[config.mk]
export PLATFORM = sky130hd
export DESIGN_NAME = tx_packet_sequencer_flat
export DESIGN_NICKNAME = d
export VERILOG_FILES = /design/src/rtl/tx_pkg.sv /design/src/rtl/tx_packet_sequencer_if.sv /design/src/rtl/tx_loop_counter.sv /design/src/rtl/tx_packet_sequencer.sv /design/src/flat_wrapper.sv
export SDC_FILE = /design/constraint.sdc
export NUM_CORES = 1
export LEC_CHECK = 0
export CORE_UTILIZATION = 40
export CTS_BUF_LIST = sky130_fd_sc_hd__clkbuf_8
export DETAILED_ROUTE_END_ITERATION = 7
export PLACE_DENSITY_LB_ADDON = 0.25
export SLEW_MARGIN = 15
export SYNTH_ARGS = -nofsm -noshare
export SYNTH_HDL_FRONTEND = slang
export SYNTH_SLANG_ARGS = --single-unit
[constraint.sdc]
create_clock -name clk125MHz -period 3.29 [get_ports clk125MHz]
set_input_delay 0.658 -clock clk125MHz [delete_from_list [all_inputs] [get_ports clk125MHz]]
set_output_delay 0.658 -clock clk125MHz [all_outputs]
set_load 0.05 [all_outputs]
[src/rtl/tx_pkg.sv]
`default_nettype none
// ----------------------------------------------------------------------------
// tx_pkg: shared widths, default packet geometry and sequencer state type. Rev 1.0
// ----------------------------------------------------------------------------
package tx_pkg;

   localparam int HDR_IDX_W              = 6;
   localparam int BRAM_ADDR_W            = 13;
   localparam int SEGMENT_NUMBER_MAX_DEF = 150;
   localparam int HEADER_LEN_DEF         = 42;
   localparam int PAYLOAD_LEN_DEF        = 1280;
   localparam int GAP_LEN_DEF            = 20;
   localparam int READ_LEAD_DEF          = 3;
   localparam int STATE_W                = 3;

   typedef enum logic [STATE_W-1:0] {
      ST_IDLE     = 3'd0,
      ST_WAIT_RDY = 3'd1,
      ST_HEADER   = 3'd2,
      ST_PAYLOAD  = 3'd3,
      ST_GAP      = 3'd4
   } tx_state_e;

   typedef logic [BRAM_ADDR_W-1:0] addr_t;
   typedef logic [BRAM_ADDR_W:0]   addr_ext_t;

   // Zero means "one", anything above the ceiling is clamped to it.
   function automatic logic [15:0] eff_count(input logic [15:0] value, input logic [15:0] max_value);
      logic [15:0] r;
      r = value;
      if (value == 16'd0) r = 16'd1;
      else if (value > max_value) r = max_value;
      return r;
   endfunction

endpackage
`default_nettype wire

[src/rtl/tx_packet_sequencer_if.sv]
`default_nettype none
// ----------------------------------------------------------------------------
// tx_packet_sequencer_if: frame request, MAC handshake and packet strobes. Rev 1.0
// ----------------------------------------------------------------------------
interface tx_packet_sequencer_if;
   import tx_pkg::*;

   logic                   frame_start;
   logic [7:0]             redundancy;
   logic [15:0]            segment_count;
   logic                   mac_ready;
   logic                   busy;
   logic                   pkt_start;
   logic                   hdr_valid;
   logic [HDR_IDX_W-1:0]   hdr_idx;
   logic [7:0]             txid;
   logic [15:0]            segment_num;
   logic [BRAM_ADDR_W-1:0] count_for_bram;
   logic                   count_for_bram_en;
   logic [BRAM_ADDR_W-1:0] count_for_bram_b;
   logic                   data_user;
   logic                   frame_done;

   modport master (
      input  frame_start, redundancy, segment_count, mac_ready,
      output busy, pkt_start, hdr_valid, hdr_idx, txid, segment_num,
             count_for_bram, count_for_bram_en, count_for_bram_b, data_user, frame_done
   );

   modport slave (
      output frame_start, redundancy, segment_count, mac_ready,
      input  busy, pkt_start, hdr_valid, hdr_idx, txid, segment_num,
             count_for_bram, count_for_bram_en, count_for_bram_b, data_user, frame_done
   );

endinterface
`default_nettype wire

[src/rtl/tx_loop_counter.sv]
`default_nettype none
// ----------------------------------------------------------------------------
// tx_loop_counter: txid (outer) / segment (inner) nested packet loop. Rev 1.0
// ----------------------------------------------------------------------------
module tx_loop_counter
   import tx_pkg::*;
#(
   parameter int SEGMENT_NUMBER_MAX = SEGMENT_NUMBER_MAX_DEF
) (
   input  logic        clk125MHz,
   input  logic        rstn,
   input  logic        load,
   input  logic [7:0]  redundancy,
   input  logic [15:0] segment_count,
   input  logic        advance,
   output logic [7:0]  txid,
   output logic [15:0] segment_num,
   output logic        last
);

   localparam logic [15:0] c_seg_max = 16'(SEGMENT_NUMBER_MAX);

   logic [7:0]  txid_q, txid_d;
   logic [7:0]  red_eff_q, red_eff_d;
   logic [15:0] seg_q, seg_d;
   logic [15:0] seg_last_q, seg_last_d;

   always_ff @(posedge clk125MHz or negedge rstn) begin
      if (!rstn) begin
         txid_q     <= '0;
         red_eff_q  <= '0;
         seg_q      <= '0;
         seg_last_q <= '0;
      end else begin
         txid_q     <= txid_d;
         red_eff_q  <= red_eff_d;
         seg_q      <= seg_d;
         seg_last_q <= seg_last_d;
      end
   end

   always_comb begin
      txid_d     = txid_q;
      red_eff_d  = red_eff_q;
      seg_d      = seg_q;
      seg_last_d = seg_last_q;
      last       = (txid_q == red_eff_q) && (seg_q == seg_last_q);
      if (load) begin
         red_eff_d  = (redundancy == 8'd0) ? 8'd1 : redundancy;
         seg_last_d = eff_count(segment_count, c_seg_max) - 16'd1;
         txid_d     = 8'd1;
         seg_d      = 16'd0;
      end else if (advance && !last) begin
         // Segment is the inner loop: wrap it and step the copy index.
         if (seg_q == seg_last_q) begin
            seg_d  = 16'd0;
            txid_d = txid_q + 8'd1;
         end else begin
            seg_d  = seg_q + 16'd1;
         end
      end
   end

   assign txid        = txid_q;
   assign segment_num = seg_q;

endmodule
`default_nettype wire

[src/rtl/tx_packet_sequencer.sv]
`default_nettype none
// ----------------------------------------------------------------------------
// tx_packet_sequencer: per-frame packet walk, header/payload/gap timing. Rev 1.0
// ----------------------------------------------------------------------------
module tx_packet_sequencer
   import tx_pkg::*;
#(
   parameter int SEGMENT_NUMBER_MAX = SEGMENT_NUMBER_MAX_DEF,
   parameter int HEADER_LEN         = HEADER_LEN_DEF,
   parameter int PAYLOAD_LEN        = PAYLOAD_LEN_DEF,
   parameter int GAP_LEN            = GAP_LEN_DEF,
   parameter int READ_LEAD          = READ_LEAD_DEF
) (
   input  logic                  clk125MHz,
   input  logic                  rstn,
   tx_packet_sequencer_if.master bus
);

   localparam addr_t     c_hdr_last     = addr_t'(HEADER_LEN - 1);
   localparam addr_t     c_pay_last     = addr_t'(PAYLOAD_LEN - 1);
   localparam addr_t     c_gap_last     = addr_t'(GAP_LEN - 1);
   localparam addr_t     c_rd_start     = addr_t'(HEADER_LEN - READ_LEAD);
   localparam addr_ext_t c_lead         = addr_ext_t'(READ_LEAD);
   localparam addr_ext_t c_pay_last_ext = addr_ext_t'(PAYLOAD_LEN - 1);

   tx_state_e   state_q, state_d;
   addr_t       cnt_q, cnt_d;
   logic        frame_done_q, frame_done_d;
   logic        frame_accept;
   logic        loop_advance;
   logic        loop_last;
   logic        in_header;
   logic        in_payload;
   logic [7:0]  txid;
   logic [15:0] segment_num;
   addr_ext_t   lead_raw;

   tx_loop_counter #(
      .SEGMENT_NUMBER_MAX(SEGMENT_NUMBER_MAX)
   ) u_loop (
      .clk125MHz     (clk125MHz),
      .rstn          (rstn),
      .load          (frame_accept),
      .redundancy    (bus.redundancy),
      .segment_count (bus.segment_count),
      .advance       (loop_advance),
      .txid          (txid),
      .segment_num   (segment_num),
      .last          (loop_last)
   );

   always_ff @(posedge clk125MHz or negedge rstn) begin
      if (!rstn) begin
         state_q      <= ST_IDLE;
         cnt_q        <= '0;
         frame_done_q <= 1'b0;
      end else begin
         state_q      <= state_d;
         cnt_q        <= cnt_d;
         frame_done_q <= frame_done_d;
      end
   end

   // One shared phase counter; it restarts at 0 on every phase change.
   always_comb begin
      state_d      = state_q;
      cnt_d        = cnt_q;
      frame_done_d = 1'b0;
      frame_accept = 1'b0;
      loop_advance = 1'b0;
      case (state_q)
         ST_IDLE: begin
            // A request coincident with frame_done belongs to the old frame.
            if (bus.frame_start && !frame_done_q) begin
               frame_accept = 1'b1;
               state_d      = ST_WAIT_RDY;
               cnt_d        = '0;
            end
         end
         ST_WAIT_RDY: begin
            if (bus.mac_ready) begin
               state_d = ST_HEADER;
               cnt_d   = '0;
            end
         end
         ST_HEADER: begin
            if (cnt_q == c_hdr_last) begin
               state_d = ST_PAYLOAD;
               cnt_d   = '0;
            end else begin
               cnt_d   = cnt_q + addr_t'(1);
            end
         end
         ST_PAYLOAD: begin
            if (cnt_q == c_pay_last) begin
               state_d = ST_GAP;
               cnt_d   = '0;
            end else begin
               cnt_d   = cnt_q + addr_t'(1);
            end
         end
         ST_GAP: begin
            if (cnt_q == c_gap_last) begin
               loop_advance = 1'b1;
               cnt_d        = '0;
               if (loop_last) begin
                  state_d      = ST_IDLE;
                  frame_done_d = 1'b1;
               end else begin
                  state_d      = ST_WAIT_RDY;
               end
            end else begin
               cnt_d = cnt_q + addr_t'(1);
            end
         end
         default: state_d = ST_IDLE;
      endcase
   end

   // Read address runs READ_LEAD ahead of the write index, saturating at the last byte.
   always_comb begin
      lead_raw = '0;
      if (in_header && (cnt_q >= c_rd_start)) lead_raw = {1'b0, cnt_q} - {1'b0, c_rd_start};
      else if (in_payload)                     lead_raw = {1'b0, cnt_q} + c_lead;
   end

   assign in_header  = (state_q == ST_HEADER);
   assign in_payload = (state_q == ST_PAYLOAD);

   assign bus.busy              = (state_q != ST_IDLE);
   assign bus.pkt_start         = in_header && (cnt_q == '0);
   assign bus.hdr_valid         = in_header;
   assign bus.hdr_idx           = in_header ? cnt_q[HDR_IDX_W-1:0] : '0;
   assign bus.txid              = txid;
   assign bus.segment_num       = segment_num;
   assign bus.count_for_bram    = in_payload ? cnt_q : '0;
   assign bus.count_for_bram_en = in_payload;
   assign bus.count_for_bram_b  = (lead_raw > c_pay_last_ext) ? c_pay_last : lead_raw[BRAM_ADDR_W-1:0];
   assign bus.data_user         = in_payload;
   assign bus.frame_done        = frame_done_q;

endmodule
`default_nettype wire

[src/flat_wrapper.sv]
// flat-port wrapper written by rule: the top's interface ports become plain ports
module tx_packet_sequencer_flat import tx_pkg::*;
#(
   parameter int SEGMENT_NUMBER_MAX = SEGMENT_NUMBER_MAX_DEF,
   parameter int HEADER_LEN         = HEADER_LEN_DEF,
   parameter int PAYLOAD_LEN        = PAYLOAD_LEN_DEF,
   parameter int GAP_LEN            = GAP_LEN_DEF,
   parameter int READ_LEAD          = READ_LEAD_DEF
)
  (clk125MHz, rstn, bus_frame_start, bus_redundancy, bus_segment_count, bus_mac_ready, bus_busy, bus_pkt_start, bus_hdr_valid, bus_hdr_idx, bus_txid, bus_segment_num, bus_count_for_bram, bus_count_for_bram_en, bus_count_for_bram_b, bus_data_user, bus_frame_done);
  tx_packet_sequencer_if bus_i ();
  input  logic clk125MHz;
  input  logic rstn;
  input wire logic [$bits(bus_i.frame_start)-1:0] bus_frame_start;
  input wire logic [$bits(bus_i.redundancy)-1:0] bus_redundancy;
  input wire logic [$bits(bus_i.segment_count)-1:0] bus_segment_count;
  input wire logic [$bits(bus_i.mac_ready)-1:0] bus_mac_ready;
  output wire logic [$bits(bus_i.busy)-1:0] bus_busy;
  output wire logic [$bits(bus_i.pkt_start)-1:0] bus_pkt_start;
  output wire logic [$bits(bus_i.hdr_valid)-1:0] bus_hdr_valid;
  output wire logic [$bits(bus_i.hdr_idx)-1:0] bus_hdr_idx;
  output wire logic [$bits(bus_i.txid)-1:0] bus_txid;
  output wire logic [$bits(bus_i.segment_num)-1:0] bus_segment_num;
  output wire logic [$bits(bus_i.count_for_bram)-1:0] bus_count_for_bram;
  output wire logic [$bits(bus_i.count_for_bram_en)-1:0] bus_count_for_bram_en;
  output wire logic [$bits(bus_i.count_for_bram_b)-1:0] bus_count_for_bram_b;
  output wire logic [$bits(bus_i.data_user)-1:0] bus_data_user;
  output wire logic [$bits(bus_i.frame_done)-1:0] bus_frame_done;
  assign bus_i.frame_start = bus_frame_start;
  assign bus_i.redundancy = bus_redundancy;
  assign bus_i.segment_count = bus_segment_count;
  assign bus_i.mac_ready = bus_mac_ready;
  assign bus_busy = bus_i.busy;
  assign bus_pkt_start = bus_i.pkt_start;
  assign bus_hdr_valid = bus_i.hdr_valid;
  assign bus_hdr_idx = bus_i.hdr_idx;
  assign bus_txid = bus_i.txid;
  assign bus_segment_num = bus_i.segment_num;
  assign bus_count_for_bram = bus_i.count_for_bram;
  assign bus_count_for_bram_en = bus_i.count_for_bram_en;
  assign bus_count_for_bram_b = bus_i.count_for_bram_b;
  assign bus_data_user = bus_i.data_user;
  assign bus_frame_done = bus_i.frame_done;
  tx_packet_sequencer #(.SEGMENT_NUMBER_MAX(SEGMENT_NUMBER_MAX), .HEADER_LEN(HEADER_LEN), .PAYLOAD_LEN(PAYLOAD_LEN), .GAP_LEN(GAP_LEN), .READ_LEAD(READ_LEAD)) u_core (.clk125MHz(clk125MHz), .rstn(rstn), .bus(bus_i));
endmodule
==> results of run 1 <==
==> metrics by stage <==
step           worst slack (ns)  instance area [um^2]  setup TNS (ns)  power [mW]
6_report                 -0.131                  6130          -0.816        6.30
5_1_grt                  -0.236                  6130           -1.96        6.65
4_1_cts                 -0.0661                  6090          -0.267        6.21
3_5_place_dp              0.103                  5720               0        5.16
3_3_place_gp              0.138                  5720               0        5.15
2_1_floorplan           0.00404                  4610               0        3.87
==> placed cells by master, fill, tap and decap left out, types with 3 or more instances in the layout <==
cell / n
or3_1: 13
nor4_1: 15
clkdlybuf4s50_1: 64
xor2_1: 28
ha_1: 5
nand2_1: 79
o31ai_1: 4
buf_4: 58
xnor2_1: 9
o21ai_1: 4
dfrtp_2: 3
a22o_1: 4
nand2b_1: 5
a211oi_1: 3
inv_1: 18
o21ai_0: 38
and2_1: 20
a21oi_1: 31
buf_6: 7
a21o_1: 9
dfrtp_1: 62
o22ai_1: 3
buf_12: 3
nor2_1: 52
a31o_2: 3
and3_1: 7
nor3_1: 18
clkbuf_8: 10
o211ai_1: 8
a31oi_1: 8
nand4_1: 7
nand3_1: 22
==> Yosys cell counts (all sizes together) (7+ instances only) <==
master / n
clkbuf: 26
nand4: 7
nand3: 22
nand2: 79
xnor2: 9
nor2: 53
nor3: 19
inv: 17
ha: 7
a21o: 9
o21ai: 42
a31oi: 9
and2: 20
xor2: 28
o211ai: 8
and3: 8
buf: 10
dfrtp: 65
or3: 13
a21oi: 32
nor4: 17
==> logic make-up (layout without fill, tap and decap cells) <==
kind of cell    count (synthesis)  count (layout)  synth area share (%)
flops                          65              65                  35.5
other cells                     1               2                0.0818
compound gates                142             142                  20.8
xor+xnor                       37              37                  7.07
buf+inv                        53             166                  5.13
simple gates                  264             264                  28.8
fa+ha+maj                       7               7                  1.91
mux                             3               3                 0.709
==> power breakdown <==
| part | total [mW] | internal (mW) | switching [mW] |
|---|---|---|---|
| combinational | 4.31 | 1.61 | 2.70 |
| sequential | 1.24 | 0.980 | 0.255 |
| clock | 0.756 | 0.443 | 0.313 |
| total | 6.30 | 3.03 | 3.27 |
==> area by class of cell <==
type | count | area share, %
Multi-Input combinational cell | 455 | 46.0
Inverter | 17 | 1.04
Timing Repair Buffer | 133 | 19.9
Clock inverter | 6 | 1.37
Clock buffer | 10 | 2.25
Tap cell | 140 | 2.86
Sequential cell | 65 | 26.6
==> what timing repair did <==
| action | in CTS | in global routing |
|---|---|---|
| gates cloned | 0 | 0 |
| buffers inserted | 25 | 2 |
| pin swaps | 11 | 7 |
| setup endpoints to repair | 11 | 11 |
| resized for setup | 20 | 5 |
==> final timing paths <==
| check | endpoint | slack, ns | cells after the start |
|---|---|---|---|
| worst max-delay path | bus_count_for_bram_b[9] | -0.13 | 9 |
| worst min-delay path | u_core.u_loop.red_eff_q[7] | 0.31 | 2 |
| worst max register to register | u_core.u_loop.txid[7] | 0.47 | 8 |
| worst min register to register | u_core.state_q[1] | 0.50 | 1 |
| max in group asynchronous | u_core.cnt_q[0] | 2.66 | 2 |
| min in group clk125MHz | u_core.state_q[1] | 0.50 | 1 |
==> sequential cells by signal, summed over array words and instances (netlist names) <==
name                       cells
u_core.u_loop.seg_last_q      16
u_core.u_loop.segment_num     16
u_core.cnt_q                  13
u_core.u_loop.red_eff_q        8
u_core.u_loop.txid             8
u_core.state_q                 3
u_core.bus.frame_done          1
==> per-layer routing <==
layer / global-route usage [%] / vias up / wire (um)
li1: - / 2264 / -
met1: 34.3 / 2247 / 6400
met2: 36.1 / 142 / 6290
met3: 4.12 / 17 / 673
met4: 7.72 / 0 / 210
met5: 0 / - / 0
==> worst register-to-register path, cell delays in order (launching register included) <==
cell and delay [ns]:
dfrtp_1 0.50, buf_4 0.21, nor4bb_1 0.29, buf_4 0.19
nand2_1 0.09, a2111oi_4 0.42, a21oi_1 0.32, or4_1 0.56
a21oi_1 0.16
==> metrics, run 1 <==
run status=complete, but fails checks; failing checks=negative setup slack; #FFs+latches synth=65; Clock Sinks=65; Die Y=109 um; CTS Buffer Depth=2; Final Max Tran Viols=0; drt drc=0; fin crit share=104%; Crit. Startpoint=u_core.cnt_q[0]; TritonCTS clock tree=built; Post-CTS Hold Fix Bufs=0; initial antenna violation count=0; Ant. Diodes=0; CP startpoint kind=flop; CTS clk-pin slew, worst paths=0.07 ns; total gr overflow=0; Lkg Pwr=2.72 nW; fin util=55.8%; Max Cap Viol=0; area added between synthesis and finish=33.6%; drt total wl=13600 um; layout cells sized above 1=17.2%; async set-reset flop share out of synthesis=100%; post-synth top area cell=dfrtp_1; EDFF count, synth=0; sequential share of the synthesized area=35.5%; Clock Latency Late Sink=0.35 ns; slowest stage delay, CP=0.45 ns; vias in the first global route=4284; Final WS setup=-0.131 ns; Yosys Warn Count=0; FF/Latch Area=0.00163 mm^2; Placement Rows=38; Most used DFF post-synth=dfrtp_1; clock skew=0.0137 ns; post-placement cell count=799; fill cell count=988; Layout Nets=716; Crit path buffers/inverters=2; total track usage=23.9%; fin cells=826; Hold Slack=0.306 ns; Crit path max-delay family=compound AO/OA/AOI/OAI gates; Initial Util=41.8%; RR Startpoint=u_core.cnt_q[3]; hpwl dp=10000 um; largest net degree at the start of global routing=66; maximum VDD drop=1.81 mV; cell area after synthesis=0.00459 mm^2; RSZ-0062 raised after global routing=true; synth top area cells=dfrtp_1, nand2_1, xor2_1; Multi-input gate area=0.00282 mm^2; die width=109 um; Slew HR=40.0%; Worst Hold Class=in2async; WL/cell=16.4 um; # port buffers=87; CORE AREA=0.0110 mm^2; vias=4670; Least-Margin Pin Slew=0.891 ns; crit-path max FO=4; clock buffer count from CTS=9; DR iter-0 viols=363; WP data arrival=2.76 ns; Yosys cell types=68; Mean Syn Cell Area=8.02 um^2; Mapped Cells=572; worst-path cell chain=ha_4 -> a211o_4 -> a211oi_4 -> buf_4 -> nor4_2 -> o31a_1 -> nor3_2 -> nor2b_4 -> buf_12; global-route wire length before repair=21900 um; Die ar.=0.0119 mm^2; clk root buf=clkbuf_8; IO Pins=90; CTS H-tree depth=3; Routability Congestion=0.907; Setup CP Type=reg2out; final setup vio count=11; Routed Antenna Nets=0; fmax=292 MHz; crit end category=output pin; TritonRoute pass-1 iters=7; Worst path slowest cell=dfrtp_2; Required @ worst endpoint=2.63 ns; Min Clock Period, post-route=3.42 ns; routed via count divided by cell count=5.65; area share of the largest cell type after synthesis=35.5%; Final Hold Fails=0; P per Cell Area=1030 mW/mm^2
Note: power is estimated with default switching activity, not from simulation.
==> run 2: changes to the inputs <==
--- a/config.mk
+++ b/config.mk
@@ -7,6 +7,7 @@
 export LEC_CHECK = 0
 export CORE_UTILIZATION = 40
 export CTS_BUF_LIST = sky130_fd_sc_hd__clkbuf_8
+export CTS_CLUSTER_SIZE = 40
 export DETAILED_ROUTE_END_ITERATION = 7
 export PLACE_DENSITY_LB_ADDON = 0.25
 export SLEW_MARGIN = 15
==> results of run 2 <==
Final layout, timing and power as in run 1 (identical DEF).
==> run 3: changes to the inputs <==
--- a/config.mk
+++ b/config.mk
@@ -10,6 +10,7 @@
 export CTS_CLUSTER_SIZE = 40
 export DETAILED_ROUTE_END_ITERATION = 7
 export PLACE_DENSITY_LB_ADDON = 0.25
+export SKIP_LAST_GASP = 1
 export SLEW_MARGIN = 15
 export SYNTH_ARGS = -nofsm -noshare
 export SYNTH_HDL_FRONTEND = slang
==> results of run 3 <==
Final layout, timing and power as in run 1 (identical DEF).
